--- src/rtl/chan_pkg.sv ---
// rtl/chan_pkg.sv - shared constants and types for the chan2push block
package chan_pkg;

  localparam int WIDTH_DEF = 8;
  localparam int STATS_W   = 32;
  localparam int DEPTH     = 2;

  typedef logic [1:0] count_t;

  function automatic logic [STATS_W-1:0] sat_inc(input logic [STATS_W-1:0] v);
    return (&v) ? v : v + 1'b1;
  endfunction

endpackage

--- src/rtl/chan2push_if.sv ---
// rtl/chan2push_if.sv - channel input and FIFO push output bundle
interface chan2push_if import chan_pkg::*; #(
  parameter int WIDTH = WIDTH_DEF
);
  logic [WIDTH-1:0] idata;
  logic             ivalid;
  logic             iready;
  logic [WIDTH-1:0] odata;
  logic             owren;
  logic             ofull;
  logic             oafull;

  modport slave  (input  idata, ivalid, ofull, oafull, output iready, odata, owren);
  modport master (output idata, ivalid, ofull, oafull, input  iready, odata, owren);
endinterface

--- src/rtl/chan2push_skid.sv ---
// rtl/chan2push_skid.sv - 2-entry in-order buffer with bypass when empty
module chan2push_skid import chan_pkg::*; #(
  parameter int WIDTH = WIDTH_DEF
) (
  input  logic             clock,
  input  logic             resetn,
  input  logic             push_i,
  input  logic [WIDTH-1:0] push_data_i,
  input  logic             pop_i,
  output count_t           count_o,
  output count_t           count_next_o,
  output logic [WIDTH-1:0] head_data_o
);

  logic [WIDTH-1:0] mem_q [DEPTH];
  logic             head_q, head_d;
  count_t           count_q, count_d;
  logic             bypass, store, wr_idx;

  always_comb begin
    // Empty buffer with simultaneous push/pop: the word goes straight out.
    bypass  = push_i && pop_i && (count_q == '0);
    store   = push_i && !bypass;
    wr_idx  = head_q ^ count_q[0];
    head_d  = (pop_i && (count_q != '0)) ? !head_q : head_q;
    count_d = count_q + count_t'(push_i) - count_t'(pop_i);
  end

  always_ff @(posedge clock or negedge resetn) begin
    if (!resetn) begin
      head_q  <= 1'b0;
      count_q <= '0;
    end else begin
      head_q  <= head_d;
      count_q <= count_d;
    end
  end

  always_ff @(posedge clock) begin
    if (store) begin
      mem_q[wr_idx] <= push_data_i;
    end
  end

  assign count_o      = count_q;
  assign count_next_o = count_d;
  assign head_data_o  = mem_q[head_q];

endmodule

--- src/rtl/chan2push.sv ---
// rtl/chan2push.sv - valid/ready channel to FIFO push adapter; CHAN2PUSH_STATS_EN adds wcount/stalls
module chan2push import chan_pkg::*; #(
  parameter int WIDTH = WIDTH_DEF
) (
  input  logic               clock,
  input  logic               resetn,
  chan2push_if.slave         bus
`ifdef CHAN2PUSH_STATS_EN
  ,
  output logic [STATS_W-1:0] wcount,
  output logic [STATS_W-1:0] stalls
`endif
);

  logic             iready_q, iready_d;
  logic             owren_q, owren_d;
  logic [WIDTH-1:0] odata_q, odata_d;
  logic             accept, room, issue;
  count_t           count, count_next;
  logic [WIDTH-1:0] head_data;

  chan2push_skid #(.WIDTH(WIDTH)) u_skid (
    .clock        (clock),
    .resetn       (resetn),
    .push_i       (accept),
    .push_data_i  (bus.idata),
    .pop_i        (issue),
    .count_o      (count),
    .count_next_o (count_next),
    .head_data_o  (head_data)
  );

  always_comb begin
    accept   = bus.ivalid && iready_q;
    // A write still in flight while almost full may take the last slot.
    room     = !bus.ofull && !(owren_q && bus.oafull);
    issue    = ((count != '0) || accept) && room;
    owren_d  = issue;
    iready_d = (count_next != count_t'(DEPTH));
    odata_d  = odata_q;
    if (issue) begin
      odata_d = (count == '0) ? bus.idata : head_data;
    end
  end

  always_ff @(posedge clock or negedge resetn) begin
    if (!resetn) begin
      iready_q <= 1'b0;
      owren_q  <= 1'b0;
    end else begin
      iready_q <= iready_d;
      owren_q  <= owren_d;
    end
  end

  always_ff @(posedge clock) begin
    odata_q <= odata_d;
  end

  assign bus.iready = iready_q;
  assign bus.owren  = owren_q;
  assign bus.odata  = odata_q;

`ifdef CHAN2PUSH_STATS_EN
  logic [STATS_W-1:0] wcount_q, stalls_q;

  always_ff @(posedge clock or negedge resetn) begin
    if (!resetn) begin
      wcount_q <= '0;
      stalls_q <= '0;
    end else begin
      if (owren_q) begin
        wcount_q <= wcount_q + 1'b1;
      end
      if ((count != '0) && !room) begin
        stalls_q <= sat_inc(stalls_q);
      end
    end
  end

  assign wcount = wcount_q;
  assign stalls = stalls_q;
`endif

endmodule

--- src/flat_wrapper.sv ---
// flat-port wrapper written by rule: the top's interface ports become plain ports
module chan2push_flat import chan_pkg::*;
#(
  parameter int WIDTH = WIDTH_DEF
)
  (clock, resetn, bus_idata, bus_ivalid, bus_ofull, bus_oafull, bus_iready, bus_odata, bus_owren);
  chan2push_if #(.WIDTH(WIDTH)) bus_i ();
  input  logic clock;
  input  logic resetn;
  input wire logic [$bits(bus_i.idata)-1:0] bus_idata;
  input wire logic [$bits(bus_i.ivalid)-1:0] bus_ivalid;
  input wire logic [$bits(bus_i.ofull)-1:0] bus_ofull;
  input wire logic [$bits(bus_i.oafull)-1:0] bus_oafull;
  output wire logic [$bits(bus_i.iready)-1:0] bus_iready;
  output wire logic [$bits(bus_i.odata)-1:0] bus_odata;
  output wire logic [$bits(bus_i.owren)-1:0] bus_owren;
  assign bus_i.idata = bus_idata;
  assign bus_i.ivalid = bus_ivalid;
  assign bus_i.ofull = bus_ofull;
  assign bus_i.oafull = bus_oafull;
  assign bus_iready = bus_i.iready;
  assign bus_odata = bus_i.odata;
  assign bus_owren = bus_i.owren;
  chan2push #(.WIDTH(WIDTH)) u_core (.clock(clock), .resetn(resetn), .bus(bus_i));
endmodule
--- config.mk ---
export PLATFORM = sky130hd
export DESIGN_NAME = chan2push_flat
export DESIGN_NICKNAME = d
export VERILOG_FILES = /design/src/rtl/chan_pkg.sv /design/src/rtl/chan2push_if.sv /design/src/rtl/chan2push_skid.sv /design/src/rtl/chan2push.sv /design/src/flat_wrapper.sv
export SDC_FILE = /design/constraint.sdc
export NUM_CORES = 1
export LEC_CHECK = 0
export CAP_MARGIN = 20
export CORE_UTILIZATION = 45
export DETAILED_ROUTE_END_ITERATION = 12
export PLACE_DENSITY = 0.74
export REMOVE_ABC_BUFFERS = 1
export SLEW_MARGIN = 20
export SYNTH_ARGS = -nofsm -noshare
export SYNTH_HDL_FRONTEND = slang
export SYNTH_SLANG_ARGS = --single-unit
--- constraint.sdc ---
create_clock -name clock -period 1.75 [get_ports clock]
set_input_delay 0.2625 -clock clock [delete_from_list [all_inputs] [get_ports clock]]
set_output_delay 0.2625 -clock clock [all_outputs]
set_load 0.005 [all_outputs]
# Yosys cells after proc, flatten, opt, wreduce, memory -nomap -nowiden
# Memory sizes are Yosys's and may differ from the RTL's.
# Cells that the tools add are included.
word_totals:
  output_inout_bits: 10
  input_bits: 13
  ramBits: 16
  rom_bits: 0
  register_bits: 13
  mem_count: 1
  latch_bits: 0
  wordCells: 28
mem_list:
  columns: ["memory", "words", "word_bits", "rd", "rd_ports_with_merged_regs", "wr", "line", "rtl"]
  rows:
  - ["u_core.u_skid.mem_q", 2, 8, 1, 0, 1, "chan2push_skid.sv:15", "logic [WIDTH-1:0] mem_q [DEPTH];"]
op_classes:
  n_reduce_logical: 15
  mux: 3
  n_shift: 0
  n_eq_ne: 1
  n_mul: 0
  n_lt_le_gt_ge: 0
  n_bitwise: 1
  div: 0
  add_sub_neg: 2
ops:
  columns: ["operator", "n"]
  rows:
  - ["$logic_and 1x1->1", 8]
  - ["$mux 8", 1]
  - ["$logic_not 1->1", 4]
  - ["$add 2x1->2", 1]
  - ["$logic_not 2->1", 1]
  - ["$mux 1", 2]
  - ["$ne 2x2->1 const B", 1]
  - ["$reduce_bool 2->1", 1]
  - ["$sub 2x1->2", 1]
  - ["$logic_or 1x1->1", 1]
  - ["$xor 1x1->1", 1]

# Logic depth before layout (Yosys ltp)
logic_depth:
  word_depth: 10
  mapped_depth: 7
  ltp_nobuf: 7

# Modules after synthesis
# A second synthesis with hierarchy kept.
unflattened:
  cells_unflattened: 66
  area_unflattened_um2: 1213.7
by_module_without_submodules:
  columns: ["mod", "instances", "cells_per_inst", "seq_area_each_um2", "area_each_um2"]
  rows:
  - ["chan2push_skid", 1, 43, 555.5, 799.5]
  - ["chan2push", 1, 23, 290.3, 414.1]

# Worst setup path before layout
# Ideal clock, no wire load.
synth_path:
  path_kind: "register to register"
  startpoint: "reg u_core.owren_q, in the netlist u_core.bus.owren"
  endpoint: "reg u_core.u_skid.count_q[1], in the netlist u_core.u_skid.count_o[1]"
  setup_slack_ns: 0.058
  period_less_slack_ns: 1.692
  arrival_ns: 1.560
  stages_incl_launch_ff: 8
  t_required_ns: 1.619
  setup_ns: 0.131
  path_buffers: 0
  path_cell_list: "dfrtp_1 -> a21oi_1 -> nand3_1 -> o21ai_0 -> ha_1 -> nor2_1 -> and3_1 -> or3_1"
synth_between:
  elab_chain_len: 5
synth_lines:
  columns: ["element", "line", "rtl"]
  rows:
  - ["start, declared", "chan2push.sv:16", "logic owren_q, owren_d;"]
  - ["start signal, assigned", "chan2push.sv:52", "owren_q <= owren_d;"]
  - ["$logic_and 1x1->1", "chan2push.sv:36", "room = !bus.ofull && !(owren_q && bus.oafull);"]
  - ["$logic_not 1->1", "chan2push.sv:36", null]
  - ["$logic_and 1x1->1", "chan2push.sv:36", null]
  - ["$logic_and 1x1->1", "chan2push.sv:37", "issue = ((count != '0) || accept) && room;"]
  - ["$sub 2x1->2", "chan2push_skid.sv:26", "count_d = count_q + count_t'(push_i) - count_t'(pop_i);"]
  - ["net u_core.count_next[1]", "chan2push.sv:19", "count_t count, count_next;"]
  - ["end signal, assigned", "chan2push_skid.sv:35", "count_q <= count_d;"]
  - ["end, declared", "chan2push_skid.sv:17", "count_t count_q, count_d;"]
# The timed path passes the listed nets, and every way through them passes these cells.
# A chain may end at the register's enable or synchronous reset.

# Final worst setup path
layout_path:
  startpoint: "in bus_oafull"
  endpoint: "reg u_core.u_skid.count_q[1], in the netlist u_core.u_skid.count_o[1]"
layout_between:
  elab_chain_len: 5
layout_lines:
  columns: ["element", "line", "rtl"]
  rows:
  - ["start, declared", "flat_wrapper.sv:13", "input wire logic [$bits(bus_i.oafull)-1:0] bus_oafull;"]
  - ["$logic_and 1x1->1", "chan2push.sv:36", null]
  - ["$logic_not 1->1", "chan2push.sv:36", null]
  - ["$logic_and 1x1->1", "chan2push.sv:36", null]
  - ["$logic_and 1x1->1", "chan2push.sv:37", null]
  - ["$sub 2x1->2", "chan2push_skid.sv:26", null]
  - ["net u_core.count_next[1]", "chan2push.sv:19", null]
# The timed path passes the listed nets, and every way through them passes these cells.

==> summary.txt <==
Outcome
  • Status: finished clean

Routing
  • Total detailed-routing wirelength: 2280 µm
  • Vias per inst: 5.15
  • TritonRoute pass-1 iters: 4
  • Post-route ant nets: 0
  • Via count: 813
  • Detailed Route Iter0 Violations: 22
  • Remaining DRCs: 0
  • DR WL/cell: 14.4 µm

Timing
  • F_max: 581 MHz
  • Slew @ Worst Pin: 0.456 ns
  • Slew headroom: 69.5%
  • Hold Vio Cnt, Final: 0
  • Final TNS setup: 0 ns
  • Final setup fails: 0
  • RSZ-0062 raised after global routing: true
  • Slew Limit Fails: 0
  • Clock Skew: 0.00325 ns
  • Part of the cycle the worst path needs: 98.3%
  • Hold_ws: 0.152 ns
  • Fin crit period: 1.72 ns
  • Fin worst setup slack: 0.0297 ns

Layout
  • Fillers: 186
  • Most frequent cells in the layout: edfxtp_1, clkdlybuf4s50_1, buf_4, nand2_1, o21ai_0
  • Final nets: 141
  • Register Area: 846 µm²
  • Fraction of layout cells with a size suffix above 1: 22.7%
  • Footprint of the multi-input gates: 359 µm²
  • Most common cell after layout, fill and taps aside: edfxtp_1
  • Area delta synth->final: 38.6%
  • Core Util, Final: 66.5%
  • ANT cells: 0
  • Post-route non-filler standard cell count: 158

Global routing
  • Grt total ovfl: 0
  • Met1 usage: 19.8%
  • Met2 Usage GRT: 31.7%
  • Most Crowded Layer GR: met2
  • Total GRT Usage: 18.8%
  • First-pass GRT wire length: 3480 µm
  • Pin count of the biggest net entering global routing: 11
  • Initial antenna violation count: 0
  • Vias in the first global route: 776
  • M3 GR Usage: 8.47%

Floorplan
  • Core footprint: 2500 µm²
  • Top-Level Pins: 23
  • DIE WIDTH: 53.6 µm
  • Die ar.: 2870 µm²
  • Die H: 53.6 µm
  • Initial Util: 47.9%
  • Site row count: 18

Power and ir drop
  • Leak: 0.640 nW
  • Pwr dens: 1610 nW/µm²
  • Worst vdd ir: 978 µV

CTS
  • Hold-fix buffers at CTS: 0
  • Clock Tree Root: clkbuf_4
  • CTS H-tree lvls: 2
  • Total CTS buffers: 5
  • Sink Count: 29
  • CTS tree: done
  • Latest clock arrival within the worst-skew pair: 0.32 ns
  • Worst-path clk slew: 0.09 ns
  • Buffer depth of the longest clock path: 2

Worst setup path
  • Startpoint types: input port
  • Crit Path Class: in2reg
  • Worst-path fanout max: 4
  • Critical path capture point type: flip-flop
  • Arrival @ worst endpoint: 1.93 ns
  • CP Data Required Time: 1.96 ns

Yosys
  • Synthesized area: 1200 µm²
  • Cells after Synth: 84
  • Seq/Total Area, Yosys: 70.6%
  • Syn_area_per_cell: 14.3 µm²
  • Top_reg_cell synth: edfxtp_1
  • Async S/R FF share, synth: 17.2%
  • Post-synth EDFFs: 24
  • Yosys warns: 0
  • Synth unique cells: 21
  • Number of synthesized register bits: 29

Run
  • Maxcap violations: 0

Place
  • Dpl hpwl: 1620 µm
  • Port Buf Inserts: 22
  • Worst slack, placed: -0.381 ns
  • GPL Wtd Cong: 0.783
  • Cells after DPL: 147

Min path
  • Hold WC Path Type: in2async
==> kinds of logic after synthesis <==
family,count (synthesis),share of synthesized area [%]
DFF,29,70.6
AOI/OAI and AO/OA,17,9.50
muxes,9,7.52
xor gates and xnor gates,1,0.731
and+or+nand+nor,24,9.50
adders and majority gates,1,1.04
buffers and inverters,3,1.15
==> Yosys cell counts, types with 2 or more instances <==
cell type  count  area share, %
nand2_1       12            3.8
edfxtp_1      24             60
or3_1          2            1.0
mux2i_1        9            7.5
a21oi_1        3            1.3
nand2b_1       4            2.1
dfrtp_1        5             10
nor2_1         2           0.63
buf_2          2           0.84
o21ai_0       10            4.2
==> registers in the layout, summed over array words and instances, names as in the netlist <==
register and flops:
u_core.u_skid.mem_q 16, u_core.bus.odata 8, u_core.u_skid.count_o 2, u_core.bus.iready 1, u_core.bus.owren 1, u_core.u_skid.head_q 1
==> metrics by stage <==
| step | area, µm² | total power, mW |
|---|---|---|
| floorplan | 1190 | 1.60 |
| global placement | 1540 | 2.03 |
| detailed placement | 1540 | 2.09 |
| CTS | 1630 | 2.63 |
| global route | 1660 | 2.85 |
| finish | 1660 | 2.67 |
==> critical path, cell delays in order <==
cell and delay (ns):
clkdlybuf4s50_1 0.46, a21oi_2 0.24, nand3_1 0.10, o21ai_1 0.09, ha_2 0.23, nand2b_4 0.13, mux2i_2 0.07, or3_1 0.34
==> worst paths after layout <==
path | start | endpoint | slack (ns) | depth (start not counted)
worst max-delay path | bus_oafull | u_core.u_skid.count_o[1] | 0.03 | 8
worst min-delay path | resetn | u_core.bus.iready | 0.15 | 1
worst max register to register | u_core.u_skid.count_o[1] | u_core.u_skid.count_o[1] | 0.03 | 7
worst min register to register | u_core.u_skid.mem_q[1][7] | u_core.bus.odata[7] | 0.62 | 2
max in group asynchronous | resetn | u_core.bus.owren | 1.41 | 1
min in group clock | bus_idata[5] | u_core.u_skid.mem_q[1][5] | 0.54 | 1
==> metal layers <==
| metal | up-vias | routed length, µm |
|---|---|---|
| met3 | 5 | 123 |
| met1 | 385 | 865 |
| met2 | 22 | 1240 |
| met5 | - | 0 |
| li1 | 401 | - |
| met4 | 0 | 54 |
==> layout make-up <==
class / count / share of cell area [%]
Tap cell: 30 / 2.26
Clock buffer: 6 / 2.48
Multi-Input combinational cell: 52 / 21.6
Sequential cell: 29 / 50.9
Inverter: 1 / 0.226
Clock inverter: 2 / 2.03
Timing Repair Buffer: 38 / 20.5
==> power breakdown <==
part / internal (mW) / switching, mW / total (mW)
Sequential: 1.03 / 0.0844 / 1.11
Clock: 0.297 / 0.227 / 0.524
Combinational: 0.548 / 0.484 / 1.03
Total: 1.88 / 0.796 / 2.67
==> repair_timing <==
action,CTS,global route
pin swaps,0,4
resized for setup,3,3
setup buffers,0,3
endpoints found under the setup margin,1,1
gates cloned,0,0
Note: power is estimated with default switching activity, not from simulation.
